## config.mk

```make
export PLATFORM = sky130hd
export DESIGN_NAME = enemy_ai_ctrl
export DESIGN_NICKNAME = d
export VERILOG_FILES = /design/src/rtl/enemy_pkg.sv /design/src/rtl/lfsr16.sv /design/src/rtl/enemy_ai_ctrl.sv
export SDC_FILE = /design/constraint.sdc
export NUM_CORES = 1
export LEC_CHECK = 0
export ABC_AREA = 1
export CELL_PAD_IN_SITES_DETAIL_PLACEMENT = 0
export CELL_PAD_IN_SITES_GLOBAL_PLACEMENT = 2
export CORE_MARGIN = 3
export CORE_UTILIZATION = 33
export DETAILED_ROUTE_END_ITERATION = 8
export MAX_ROUTING_LAYER = met4
export PLACE_DENSITY_LB_ADDON = 0.1
export SLEW_MARGIN = 20
export SYNTH_ARGS = -nofsm -noshare
export SYNTH_HDL_FRONTEND = slang
export SYNTH_SLANG_ARGS = --single-unit
```

## constraint.sdc

```tcl
create_clock -name Clk -period 2.5 [get_ports Clk]
set_input_delay 0.375 -clock Clk [delete_from_list [all_inputs] [get_ports Clk]]
set_output_delay 0.375 -clock Clk [all_outputs]
set_load 0.02 [all_outputs]
```

## src/rtl/enemy_pkg.sv

```systemverilog
// enemy_pkg: shared types and helpers for the enemy behaviour controller
package enemy_pkg;
  typedef enum logic [2:0] {DIR_STOP, DIR_LEFT, DIR_RIGHT, DIR_DOWN, DIR_UP} dir_t;
  typedef enum logic [1:0] {ET_NONE, ET_KEESE, ET_REDEAD, ET_SLIDER} etype_t;
  typedef enum logic {S_INIT, S_RUN} state_t;
  localparam logic [15:0] LFSR_TAPS = 16'hB400;
  function automatic dir_t reverse_dir(input dir_t d);
    return d == DIR_LEFT ? DIR_RIGHT : d == DIR_RIGHT ? DIR_LEFT :
           d == DIR_DOWN ? DIR_UP : d == DIR_UP ? DIR_DOWN : DIR_STOP;
  endfunction
  function automatic logic [15:0] lfsr_next(input logic [15:0] v);
    return {1'b0, v[15:1]} ^ (v[0] ? LFSR_TAPS : 16'h0000);
  endfunction
endpackage

```

## src/rtl/lfsr16.sv

```systemverilog
// lfsr16: 16-bit Galois LFSR that advances one step whenever step is high
module lfsr16
  import enemy_pkg::*;
(
  input  logic        Clk,
  input  logic        Reset_n,
  input  logic        step,
  input  logic [15:0] seed,
  output logic [15:0] value
);
  logic [15:0] value_q, value_d;
  always_comb value_d = step ? lfsr_next(value_q) : value_q;
  always_ff @(posedge Clk or negedge Reset_n)
    if (!Reset_n) value_q <= seed;
    else value_q <= value_d;
  assign value = value_q;
endmodule

```

## src/rtl/enemy_ai_ctrl.sv

```systemverilog
// enemy_ai_ctrl: per-enemy behaviour controller driving an Enemy's dir and initialize inputs
module enemy_ai_ctrl
  import enemy_pkg::*;
#(
  parameter logic [15:0] SEED        = 16'hACE1,
  parameter int          HOLD_FRAMES = 32,
  parameter int          INIT_FRAMES = 2
) (
  input  logic       Clk,
  input  logic       Reset_n,
  input  logic       frame_clk,
  input  logic [2:0] room,
  input  logic       active,
  input  logic [1:0] Enemy_Type,
  input  logic [9:0] Enemy_X,
  input  logic [9:0] Enemy_Y,
  input  logic [9:0] Player_X,
  input  logic [9:0] Player_Y,
  output logic [2:0] dir,
  output logic       initialize
);
  localparam int HW = $clog2(HOLD_FRAMES) + 1;
  localparam int IW = $clog2(INIT_FRAMES) + 1;
  localparam logic [HW-1:0] HOLD_LAST = HW'(HOLD_FRAMES - 1);
  localparam logic [IW-1:0] INIT_LAST = IW'(INIT_FRAMES - 1);
  localparam logic [15:0] SEED_NZ = (SEED == 16'h0000) ? 16'h0001 : SEED;
  state_t        state_q, state_d;
  dir_t          dir_q, dir_d, pick, chase;
  etype_t        etype;
  logic [IW-1:0] init_cnt_q, init_cnt_d;
  logic [HW-1:0] hold_cnt_q, hold_cnt_d;
  logic [1:0]    guard_q, guard_d;
  logic [2:0]    room_q;
  logic          room_vld_q, frame_clk_q, initialize_q, initialize_d;
  logic [9:0]    last_x_q, last_x_d, last_y_q, last_y_d;
  logic [10:0]   dx, dy, adx, ady;
  logic [15:0]   lfsr_val;
  logic [1:0]    lfsr_lo;
  logic          fe, room_chg, stall, lfsr_step;
  assign fe       = frame_clk & ~frame_clk_q;
  assign room_chg = room_vld_q & (room != room_q);
  assign stall    = guard_q == 2'd0 && dir_q != DIR_STOP && Enemy_X == last_x_q && Enemy_Y == last_y_q;
  lfsr16 u_lfsr (
    .Clk     (Clk),
    .Reset_n (Reset_n),
    .step    (lfsr_step),
    .seed    (SEED_NZ),
    .value   (lfsr_val)
  );
  // Candidate direction for a timer pick; the Keese value uses the LFSR state after this step.
  always_comb begin
    etype   = etype_t'(Enemy_Type);
    dx      = {1'b0, Player_X} - {1'b0, Enemy_X};
    dy      = {1'b0, Player_Y} - {1'b0, Enemy_Y};
    adx     = dx[10] ? -dx : dx;
    ady     = dy[10] ? -dy : dy;
    chase   = (dx == '0 && dy == '0) ? DIR_STOP :
              (adx >= ady) ? (dx[10] ? DIR_LEFT : DIR_RIGHT) : (dy[10] ? DIR_UP : DIR_DOWN);
    lfsr_lo = 2'(lfsr_next(lfsr_val));
    pick    = etype == ET_KEESE  ? dir_t'({1'b0, lfsr_lo} + 3'd1) :
              etype == ET_REDEAD ? chase : (dir_q == DIR_DOWN ? DIR_UP : DIR_DOWN);
  end
  always_comb begin
    state_d    = state_q;
    init_cnt_d = init_cnt_q;
    hold_cnt_d = hold_cnt_q;
    dir_d      = dir_q;
    lfsr_step  = 1'b0;
    last_x_d   = fe ? Enemy_X : last_x_q;
    last_y_d   = fe ? Enemy_Y : last_y_q;
    if (room_chg) begin
      state_d    = S_INIT;
      init_cnt_d = '0;
      dir_d      = DIR_STOP;
    end else if (fe) begin
      if (state_q == S_INIT) begin
        init_cnt_d = init_cnt_q + 1'b1;
        if (init_cnt_q == INIT_LAST) begin
          state_d    = S_RUN;
          hold_cnt_d = HOLD_LAST;
        end
      end else if (!active || etype == ET_NONE) begin
        dir_d      = DIR_STOP;
        hold_cnt_d = HOLD_LAST;
      end else if (stall) begin
        dir_d      = reverse_dir(dir_q);
        hold_cnt_d = '0;
      end else if (hold_cnt_q == HOLD_LAST) begin
        dir_d      = pick;
        hold_cnt_d = '0;
        lfsr_step  = etype == ET_KEESE;
      end else begin
        hold_cnt_d = hold_cnt_q + 1'b1;
      end
    end
    // The Enemy needs two frames to show motion after any new direction.
    guard_d      = dir_d != dir_q ? 2'd2 : (fe && guard_q != 2'd0) ? guard_q - 2'd1 : guard_q;
    initialize_d = state_d == S_INIT;
  end
  always_ff @(posedge Clk or negedge Reset_n)
    if (!Reset_n) begin
      state_q      <= S_INIT;
      init_cnt_q   <= '0;
      hold_cnt_q   <= '0;
      dir_q        <= DIR_STOP;
      guard_q      <= 2'd0;
      initialize_q <= 1'b1;
      last_x_q     <= '0;
      last_y_q     <= '0;
      room_q       <= '0;
      room_vld_q   <= 1'b0;
      frame_clk_q  <= 1'b0;
    end else begin
      state_q      <= state_d;
      init_cnt_q   <= init_cnt_d;
      hold_cnt_q   <= hold_cnt_d;
      dir_q        <= dir_d;
      guard_q      <= guard_d;
      initialize_q <= initialize_d;
      last_x_q     <= last_x_d;
      last_y_q     <= last_y_d;
      room_q       <= room;
      room_vld_q   <= 1'b1;
      frame_clk_q  <= frame_clk;
    end
  assign dir        = dir_q;
  assign initialize = initialize_q;
endmodule

```

==> flow_metrics.py <==
metrics = {
    "setup_path": {
        "critPathMaxFanout": 4,
        "r2r_cells": 15,
        "rrSetupSlack_ns": 0.30,
        "cp.required_ns": 2.69,
        "crit_path_top_delay_cell": "clkdlybuf4s50_1",
        "cp.arrival_ns": 4.01,
        "worstSetupPathType": "in2reg",
        "max_stage_delay_ns": 0.48,
        "crit_start": "Enemy_Y[4]",
        "endpoint": "guard_q[1]",
        "crit_path_start_kind": "input pin",
        "r2r-start": "guard_q[0]",
        "cp_common_cell": "nand2_1",
        "end_kind": "register",
        "r2r_end": "guard_q[1]",
    },
    "status": {
        "violations": "setup timing",
        "status": "finished, violations left",
    },
    "yosys": {
        "synth_cell_types": 51,
        "syn_inst": 701,
        "synth_nets": 789,
        "syn_area_per_cell_sq_um": 7.02,
        "seq_area_frac_synth_pct": 28.7,
        "yosysWarningCount": 0,
        "yosys.area.top_type": "dfrtp_1",
        "ys.flop_type": "dfrtp_1",
        "ys_async_sr_fraction_pct": 100,
        "ys_ff_latch": 56,
        "synth_top_area_share_pct": 23.9,
        "synthesis.area_sq_um": 4920,
        "ys_top_cells_by_area": "dfrtp_1 (24%), nand2_1 (12%), inv_1 (10%)",
        "synth_edf_count": 0,
    },
    "timing": {
        "drv_slew": 0,
        "setup_viol": 5,
        "period_minus_slack_ns": 3.82,
        "setup_tns_ns": -5.89,
        "layout_setup_ws_ns": -1.32,
        "hold_viol": 0,
        "skew_ns": 0.00915,
        "worst_slew_pin_slew_ns": 0.553,
        "finalCritPeriodShare_pct": 153,
        "rsz0062_at_grt": "true",
        "max_freq_mhz": 262,
        "slew_headroom_pct": 63.1,
    },
    "grt": {
        "track_usage_pct": 17.5,
        "grt_pass1_wl_microns": 22800,
        "grt_max_degree": 36,
        "first_global_vias": 5043,
        "antenna_found_initial": 0,
        "gr-total-overflow": 0,
    },
    "finish": {
        "fill_cells": 1440,
        "n_antenna_cell": 0,
        "drive_gt1_share_pct": 32.1,
        "nets": 976,
        "syn_to_final_growth_pct": 47.1,
        "layout_commonest_cell": "nand2_1",
        "final_cell_mix": "nand2_1 (152), buf_4 (132), inv_1 (109)",
    },
    "routing": {
        "wirelength_microns": 13600,
        "avgViaCountPerCell": 4.66,
        "ant_nets": 0,
        "drt-initial-drc-count": 216,
        "wire_per_inst_microns": 12.7,
        "vias": 4979,
        "drc": 0,
        "firstDrtPassIters": 4,
    },
    "floorplanning": {
        "die_area_sq_um": 16400,
        "fp.dieH_microns": 128,
        "start_util_pct": 34.6,
        "die_w_microns": 128,
        "num_rows": 43,
        "io_pins": 53,
        "core_area_sq_um": 14200,
    },
    "clock_tree": {
        "cts_buffer_depth": 2,
        "cts.sinks": 56,
        "clk_pin_slew_ns": 0.08,
        "clockRootBuffer": "clkbuf_16",
        "cts_hold_buf": 0,
        "cts_tree": "built",
        "cts.htree.levels": 2,
        "cts_buffers": 5,
        "clkLatencyLatePin_ns": 0.30,
    },
    "power_and_ir_drop": {
        "cellPowerDensity_nw_per_um2": 490,
        "power.total_mw": 3.54,
        "cellLeakagePower_nw": 3.88,
        "vdd_drop_max_mv": 0.374,
    },
    "min_path": {
        "hold_class": "in2async",
    },
    "run": {
        "cap_viol_max_count": 0,
    },
    "placement": {
        "dp_hpwl_microns": 11100,
        "io_buffers": 52,
        "gp_congestion": 0.977,
    },
}
## Yosys cell counts, drive strengths merged (11+ instances only)
cell type and count:
nor2 63, xnor2 11, xor2 20, nand3 39, inv 138, ha 37, nand2 178, mux2i 16
a21oi 22, nand4 15, nor3 13, o21ai 38, dfrtp 47
## worst min path at each step
stage               cells past startpoint               to    start
finish                                  1      frame_clk_q  Reset_n
global route                            1      frame_clk_q  Reset_n
CTS                                     1  u_lfsr.value[9]  Reset_n
detailed placement                      1  u_lfsr.value[9]  Reset_n
global placement                        1  u_lfsr.value[9]  Reset_n
floorplan                               0           dir[0]  Reset_n
## through the flow
stage / std cells / worst slack (ns) / hold WS [ns] / util [%] / cell area (sq um)
after floorplan: 701 / -1.21 / 0.0794 / - / 5000
after global placement: 1047 / -2.10 / 0.387 / 46.7 / 6640
after detailed placement: 1047 / -2.26 / 0.400 / 46.7 / 6640
after CTS: 1069 / -1.31 / 0.0667 / 50.7 / 7200
after global routing: 1069 / -1.62 / 0.0891 / 51.0 / 7240
final: 1069 / -1.32 / 0.0529 / 51.0 / 7240
## cells by family after synthesis
logic type	Yosys count	share of synthesized area (%)
buffers and inverters	147	11.4
adders and majority gates	39	10.2
muxes	16	3.25
DFF	56	28.7
other	1	0.0762
xor gates and xnor gates	31	5.52
AOI/OAI and AO/OA	80	9.18
and+or+nand+nor	331	31.7
## metal layers
layer  vias up  routed length (microns)  GRT usage, %
met3        14                      320          1.75
li1       2606                        -             -
met1      2288                     6070          20.9
met4         0                      233          5.68
met5         -                        0             -
met2        71                     6950          31.1
## sequential cells by signal, summed over array words and instances (netlist names)
register      count
init_cnt_q        2
u_lfsr.value     16
guard_q           2
last_y_q         10
dir               3
hold_cnt_q        6
room_vld_q        1
initialize        1
last_x_q         10
room_q            3
state_q           1
frame_clk_q       1
## power by group
group          internal (mW)  total (mW)  switching [mW]
clock network          0.387       0.752           0.365
logic                  0.841        1.76           0.918
registers              0.983        1.03          0.0498
## area by class of cell
class | count | area (sq um) | share of cell area (%)
inverter | 141 | 548 | 7.57
timing repair buffer | 186 | 1540 | 21.3
multi-input combinational | 498 | 3360 | 46.4
clock inverter | 3 | 28.8 | 0.398
clock buffer | 5 | 125 | 1.73
sequential | 56 | 1410 | 19.5
tap | 180 | 225 | 3.11
## timing repair
action | 4_1_cts | 5_1_grt
resized for setup | 96 | 15
cloned | 0 | 0
setup buffers | 16 | 0
hold endpoints to repair | 0 | 0
endpoints found under the setup margin | 5 | 6
pin swaps | 51 | 24
## worst max-delay path: cells and delay by family
kind / cells / cell delay (ns)
xor gates and xnor gates: 1 / 0.14
adders and majority gates: 2 / 0.58
AOI/OAI and AO/OA: 3 / 0.50
buffers and inverters: 8 / 1.03
and+or+nand+nor: 19 / 1.42
Note: power is estimated with default switching activity, not from simulation.
